[src/rtl/shift_pipe_pkg.sv]
// shift_pipe_pkg: shift op encodings and the stage-count helper shared by shift_pipe and its stages.
package shift_pipe_pkg;
    localparam logic [1:0] OP_SLL = 2'b00;
    localparam logic [1:0] OP_SRL = 2'b01;
    localparam logic [1:0] OP_SRA = 2'b10;
    localparam logic [1:0] OP_ROR = 2'b11;
    function automatic int stage_count(input int width);
        return $clog2(width);
    endfunction
endpackage

[src/rtl/shift_pipe_stage.sv]
// shift_pipe_stage: one register slice of shift_pipe, shifting by 2**K when shamt[K] is set.
// With SHIFT_ZERO_FLAG_EN the LAST stage also registers a zero flag of the data it loads.
module shift_pipe_stage
    import shift_pipe_pkg::*;
#(
    parameter int WIDTH = 32,
    parameter int TAG_W = 4,
    parameter int K = 0,
`ifdef SHIFT_ZERO_FLAG_EN
    parameter bit LAST = 1'b0,
`endif
    localparam int SHAMT_W = stage_count(WIDTH)
) (
    input  logic               clock,
    input  logic               reset,
    input  logic               in_valid,
    output logic               in_ready,
    input  logic [WIDTH-1:0]   in_data,
    input  logic [SHAMT_W-1:0] in_shamt,
    input  logic [1:0]         in_op,
    input  logic [TAG_W-1:0]   in_tag,
    output logic               out_valid,
    input  logic               out_ready,
    output logic [WIDTH-1:0]   out_data,
    output logic [SHAMT_W-1:0] out_shamt,
    output logic [1:0]         out_op,
    output logic [TAG_W-1:0]   out_tag
`ifdef SHIFT_ZERO_FLAG_EN
    ,
    output logic               out_zero
`endif
);
    localparam int N = 1 << K;
    logic [WIDTH-1:0] shifted, nxt;
    assign shifted = in_op == OP_SLL ? in_data << N
                   : in_op == OP_SRL ? in_data >> N
                   : in_op == OP_SRA ? {{N{in_data[WIDTH-1]}}, in_data[WIDTH-1:N]}
                   : {in_data[N-1:0], in_data[WIDTH-1:N]};
    assign nxt = in_shamt[K] ? shifted : in_data;
    // An empty slice always loads, so bubbles collapse while later stages stall.
    assign in_ready = !out_valid || out_ready;
    always_ff @(posedge clock or posedge reset) begin
        if (reset) begin
            out_valid <= 1'b0;
            out_data  <= '0;
            out_shamt <= '0;
            out_op    <= '0;
            out_tag   <= '0;
        end else if (in_ready) begin
            out_valid <= in_valid;
            out_data  <= nxt;
            out_shamt <= in_shamt;
            out_op    <= in_op;
            out_tag   <= in_tag;
        end
    end
`ifdef SHIFT_ZERO_FLAG_EN
    if (LAST) begin : g_zero
        always_ff @(posedge clock or posedge reset) begin
            if (reset) out_zero <= 1'b0;
            else if (in_ready) out_zero <= ~|nxt;
        end
    end else begin : g_no_zero
        assign out_zero = 1'b0;
    end
`endif
endmodule

[src/rtl/shift_pipe.sv]
// shift_pipe: pipelined barrel shifter (SLL/SRL/SRA/ROR), one shift-amount bit per stage, valid/ready both sides.
// Optional out_zero result flag under SHIFT_ZERO_FLAG_EN.
module shift_pipe
    import shift_pipe_pkg::*;
#(
    parameter int WIDTH = 32,
    parameter int TAG_W = 4,
    localparam int SHAMT_W = stage_count(WIDTH)
) (
    input  logic               clock,
    input  logic               reset,
    input  logic               in_valid,
    output logic               in_ready,
    input  logic [WIDTH-1:0]   in_data,
    input  logic [SHAMT_W-1:0] in_shamt,
    input  logic [1:0]         in_op,
    input  logic [TAG_W-1:0]   in_tag,
    output logic               out_valid,
    input  logic               out_ready,
    output logic [WIDTH-1:0]   out_data,
    output logic [TAG_W-1:0]   out_tag
`ifdef SHIFT_ZERO_FLAG_EN
    ,
    output logic               out_zero
`endif
);
    logic [SHAMT_W:0] valid, ready;
    logic [WIDTH-1:0] data [SHAMT_W+1];
    logic [SHAMT_W-1:0] shamt [SHAMT_W+1];
    logic [1:0] op [SHAMT_W+1];
    logic [TAG_W-1:0] tag [SHAMT_W+1];
    assign valid[0] = in_valid;
    assign data[0] = in_data;
    assign shamt[0] = in_shamt;
    assign op[0] = in_op;
    assign tag[0] = in_tag;
    assign in_ready = ready[0];
    assign ready[SHAMT_W] = out_ready;
    assign out_valid = valid[SHAMT_W];
    assign out_data = data[SHAMT_W];
    assign out_tag = tag[SHAMT_W];
`ifdef SHIFT_ZERO_FLAG_EN
    logic [SHAMT_W-1:0] zero;
    // Only the last stage drives a real flag; the others tie to 0.
    assign out_zero = |zero;
`endif
    for (genvar k = 0; k < SHAMT_W; k++) begin : g_stage
        shift_pipe_stage #(
            .WIDTH(WIDTH),
`ifdef SHIFT_ZERO_FLAG_EN
            .LAST(k == SHAMT_W - 1),
`endif
            .TAG_W(TAG_W),
            .K(k)
        ) u_stage (
            .clock(clock),
            .reset(reset),
            .in_valid(valid[k]),
            .in_ready(ready[k]),
            .in_data(data[k]),
            .in_shamt(shamt[k]),
            .in_op(op[k]),
            .in_tag(tag[k]),
            .out_valid(valid[k+1]),
            .out_ready(ready[k+1]),
            .out_data(data[k+1]),
            .out_shamt(shamt[k+1]),
            .out_op(op[k+1]),
            .out_tag(tag[k+1])
`ifdef SHIFT_ZERO_FLAG_EN
            ,
            .out_zero(zero[k])
`endif
        );
    end
endmodule

[config.mk]
export PLATFORM = sky130hd
export DESIGN_NAME = shift_pipe
export DESIGN_NICKNAME = d
export VERILOG_FILES = /design/src/rtl/shift_pipe_pkg.sv /design/src/rtl/shift_pipe_stage.sv /design/src/rtl/shift_pipe.sv
export SDC_FILE = /design/constraint.sdc
export NUM_CORES = 1
export LEC_CHECK = 0
export CAP_MARGIN = 20
export CORE_MARGIN = 2
export CORE_UTILIZATION = 59
export DETAILED_ROUTE_END_ITERATION = 10
export PLACE_DENSITY = 0.84
export SYNTH_ARGS = -nofsm -noshare
export SYNTH_HDL_FRONTEND = slang
export SYNTH_SLANG_ARGS = --single-unit
[constraint.sdc]
create_clock -name clock -period 9.1 [get_ports clock]
set_clock_uncertainty 0.1 [all_clocks]
set_input_delay 1.82 -clock clock [delete_from_list [all_inputs] [get_ports clock]]
set_output_delay 1.82 -clock clock [all_outputs]
set_load 0.05 [all_outputs]
[After elaboration in Yosys (flattened, before gate mapping)]
Index checks and enable logic that the tools add are counted.
Word-level totals
  bits in registers: 213
  input bits: 47
  word-level logic and storage cells: 68
Operators by class
  equality and inequality tests: 10
  multiplexer cells: 20
  reductions and logical operators: 15
Operators with widths (number)
  2-to-1 mux 32 bit: 20
  == test 2 x 1 -> 1 bit, second input constant: 5
  == test 2 bit, second input constant: 5
  zero test 2 bit: 5
  zero test 1 bit: 5
  logical OR 1 bit: 5

[Logic depth before layout (Yosys ltp)]
  depth after elaboration: 6
  depth in mapped cells: 6

[Modules after synthesis]
From an unflattened synthesis, not the netlist that was laid out.
Second synthesis, totals
  cells, all modules: 1151
  area total of the unflattened synthesis: 11546.1 um^2
By module, submodules not included
  shift_pipe_stage (g_stage[0].u_stage): times used 1, cells an instance 232, area each 2422.3 um^2
  shift_pipe_stage (g_stage[3].u_stage): times used 1, cells an instance 242, area each 2419.8 um^2
  shift_pipe_stage (g_stage[2].u_stage): times used 1, cells an instance 235, area each 2313.5 um^2
  shift_pipe_stage (g_stage[1].u_stage): times used 1, cells an instance 235, area each 2311.0 um^2
  shift_pipe_stage (g_stage[4].u_stage): times used 1, cells an instance 207, area each 2079.5 um^2

[Least setup slack after synthesis]
Ideal clock, no wire load.
  path type: input to output
  start: input out_ready
  end: output in_ready
  arrival: 2.506 ns
  path slack: 4.674 ns
  cell stages on the path: 3
  path through: and4b_1 -> nand2_2 -> buf_2
Between the ends
  longest elaborated chain between the ends: 5
Ends and longest elaborated chain
  start: declaration: RTL line shift_pipe.sv:19  | input logic out_ready,
  logical OR 1 bit (5 in a row): RTL line shift_pipe_stage.sv:41  | assign in_ready = !out_valid || out_ready;
  end: declaration: RTL line shift_pipe.sv:13  | output logic in_ready,
No other way between the ends.

[Worst setup path after layout]
Same ends and word-level chain as after synthesis.

==> out/results.ini <==
[clock_tree]
cts_root_buf = clkbuf_16
post_cts_buffers = 0
cts_tree = yes
cts.clk_slew.worst_paths_ns = 0.06
postCtsHoldBufs = 0
cts_sinks = 203
htree_levels = 1
clk_latency_ns = 0.49
cts_inserted_buffers = 21
cts_resized = 0
cts.path.max_buffers = 3

[sta]
slew_violations = 0
period_share_pct = 68.82
hold_viol = 0
fin_crit_ns = 6.263
tns_ns = 0
setup_viol = 0
slew_headroom_pct = 24.79
fmax_mhz = 159.7
worst_slew_pin_slew_ns = 1.128
rsz0062_at_grt = no
fin_ws_ns = 2.837

[critical_path]
crit_family = buffers and inverters
reg2reg_from = g_stage[4].u_stage.out_valid
crit_fanout = 44
path_class = primary input to output port
path_cells = clkdlybuf4s50_1, and4b_2, nand2_2, clkdlybuf4s50_1
cp_slowest_cell = clkdlybuf4s50_1
required_ns = 7.18
crit_path_max_incr_delay_ns = 0.96
cp.arrival_ns = 4.34
startpoint_type = primary input
rrSetupSlack_ns = 6.25
crit_top_cell = clkdlybuf4s50_1
reg2reg_to = g_stage[1].u_stage.out_op[1]
rr_worst_depth = 4
crit_buf_inv = 2
cp-end-kind = output port

[drt]
via_per_inst = 6.367
drt_first_pass_iters = 5
wl_per_cell_um = 17.67
drc_errors = 0
first_iter_violations = 863
num_vias = 9035
routed_wl_um = 25080
ant_nets = 0

[floorplan]
dieArea_um2 = 20080
start_util_pct = 60.03
coreArea_um2 = 18640
die_w_um = 141.7
ios = 85
die_h_um = 141.7
num_rows = 50

[final_layout]
num-fill-cells = 1493
nets = 1221
seqCellArea_um2 = 5080
stdcell_count = 1419
diodes = 0
mostFrequentLayoutCells = dfrtp_1, o21ai_0, nand2_1, clkdlybuf4s50_1, nor2_1
syn_to_final_growth_pct = 10.44
multi_input_area_um2 = 5141
layout-drive-gt1-share_pct = 8.523
final_common_cell = dfrtp_1

[synth]
syn_avg_cell_area_um2 = 9.279
synth_nets = 1253
yosysSeqAreaShare_pct = 45.39
synth-edff-count = 0
yosysWarnings = 0
syn_inst = 1206
async_flop_share_pct = 100.0
synth-seq-cells = 203
syn-cell-area_um2 = 11190
post_synth_num_cell_types = 44
ys.flop_type = dfrtp_1

[place]
dp.cells = 1384
post-place-ws_ns = 2.832
dp_hpwl_um = 16570
numPortBuffers = 84
gp_congestion = 0.8462

[global_routing]
grt_pass1_vias = 8266
grt_max_degree = 148
antenna_found_initial = 0
gr-total-overflow = 0
grt_pass1_wl_um = 41970
grt_use_total_pct = 25.24

[worst_hold_path]
holdPathEnd = g_stage[3].u_stage.out_tag[0]
min_path_cells = 2
holdCritStartpoint = g_stage[3].u_stage.out_tag[0]
hp-class = register to register

[power]
p_per_area_nw_per_um2 = 288.5
peakVddDrop_uv = 137.0
p_leak_uw = 0.005401

[run_status]
status = completed

[flow_run]
maxCapViolCount = 0

[power by group]
group          switching (uW)  internal (uW)  leakage, uW  total (uW)
clock network             340            488     0.000331         828
logic                     796            507      0.00268        1300
registers                 252           1180      0.00239        1440
total                    1390           2180      0.00540        3570
[tightest hold or removal path: stages (launching register included)]
cell	delay [ns]
dfrtp_1	0.34
nand2_1	0.05
nand2_1	0.05
[registers in the layout (all words and copies together) (netlist names)]
register,cells
g_stage.u_stage.out_op,8
g_stage.u_stage.out_valid,5
g_stage.u_stage.out_data,160
g_stage.u_stage.out_shamt,10
g_stage.u_stage.out_tag,20
[kinds of logic (layout without fill, tap and decap cells)]
logic type | Yosys count | in the layout | synth area share (%)
buffers and inverters | 215 | 194 | 8.743
DFF | 203 | 203 | 45.39
muxes | 67 | 67 | 6.585
xor gates and xnor gates | 1 | 1 | 0.07828
AOI/OAI and AO/OA | 438 | 438 | 26.23
and+or+nand+nor | 282 | 282 | 12.97
[cells in the mapped netlist, types with 18 or more instances]
library cell  number  area [um^2]
a211oi_1          27        202.7
a31oi_1           35        219.0
buf_2             32        160.2
buf_4             33        247.7
clkbuf_1          86        322.8
dfrtp_1          203         5080
inv_1             59        221.5
mux2_2            40        450.4
nand2_1           95        356.6
nand3_1           21        105.1
nor2_1            69        259.0
nor2b_1           18        112.6
nor3b_1           30        225.2
o211a_1           53        530.5
o21ai_0          167        835.8
o22ai_1           42        262.8
o2bb2ai_1         22        192.7
or3b_1            26        227.7
[worst max-delay path by stage]
stage               from                             end  slack (ns)  cells after the start
5_1_grt        out_ready                        in_ready        2.71                      4
6_report       out_ready                        in_ready        2.84                      4
3_5_place_dp   out_ready                        in_ready        2.83                      4
2_1_floorplan      reset  g_stage[0].u_stage.out_data[0]        1.64                      1
3_3_place_gp   out_ready                        in_ready        2.84                      4
4_1_cts        out_ready                        in_ready        2.81                      4
[per-layer routing]
| metal | up-vias | global-route usage, % | wire, um |
|---|---|---|---|
| met5 | - | 0 | 0 |
| met4 | 0 | 8.789 | 791 |
| met3 | 62 | 3.274 | 1215 |
| met2 | 291 | 41.72 | 11980 |
| met1 | 4425 | 34.59 | 11100 |
| li1 | 4257 | - | - |
[final cells by class]
class | instances | share of cell area (%)
multi-input combinational | 788 | 41.60
sequential | 203 | 41.10
timing repair buffer | 100 | 7.734
clock buffer | 28 | 4.869
tap | 234 | 2.369
inverter | 60 | 1.883
clock inverter | 6 | 0.4454
[metrics by stage]
| step | hold slack (ns) | power, uW | cell area [um^2] | util (%) |
|---|---|---|---|---|
| CTS | 0.3745 | 3570 | 12350 | 66.26 |
| global placement | 0.3380 | 2690 | 11700 | 62.73 |
| global route | 0.3913 | 3767 | 12360 | 66.30 |
| floorplan | 0.3259 | 2443 | 11190 | - |
| detailed placement | 0.3608 | 2734 | 11700 | 62.73 |
| finish | 0.3693 | 3566 | 12360 | 66.30 |
Power figures use the tool's default switching activity.
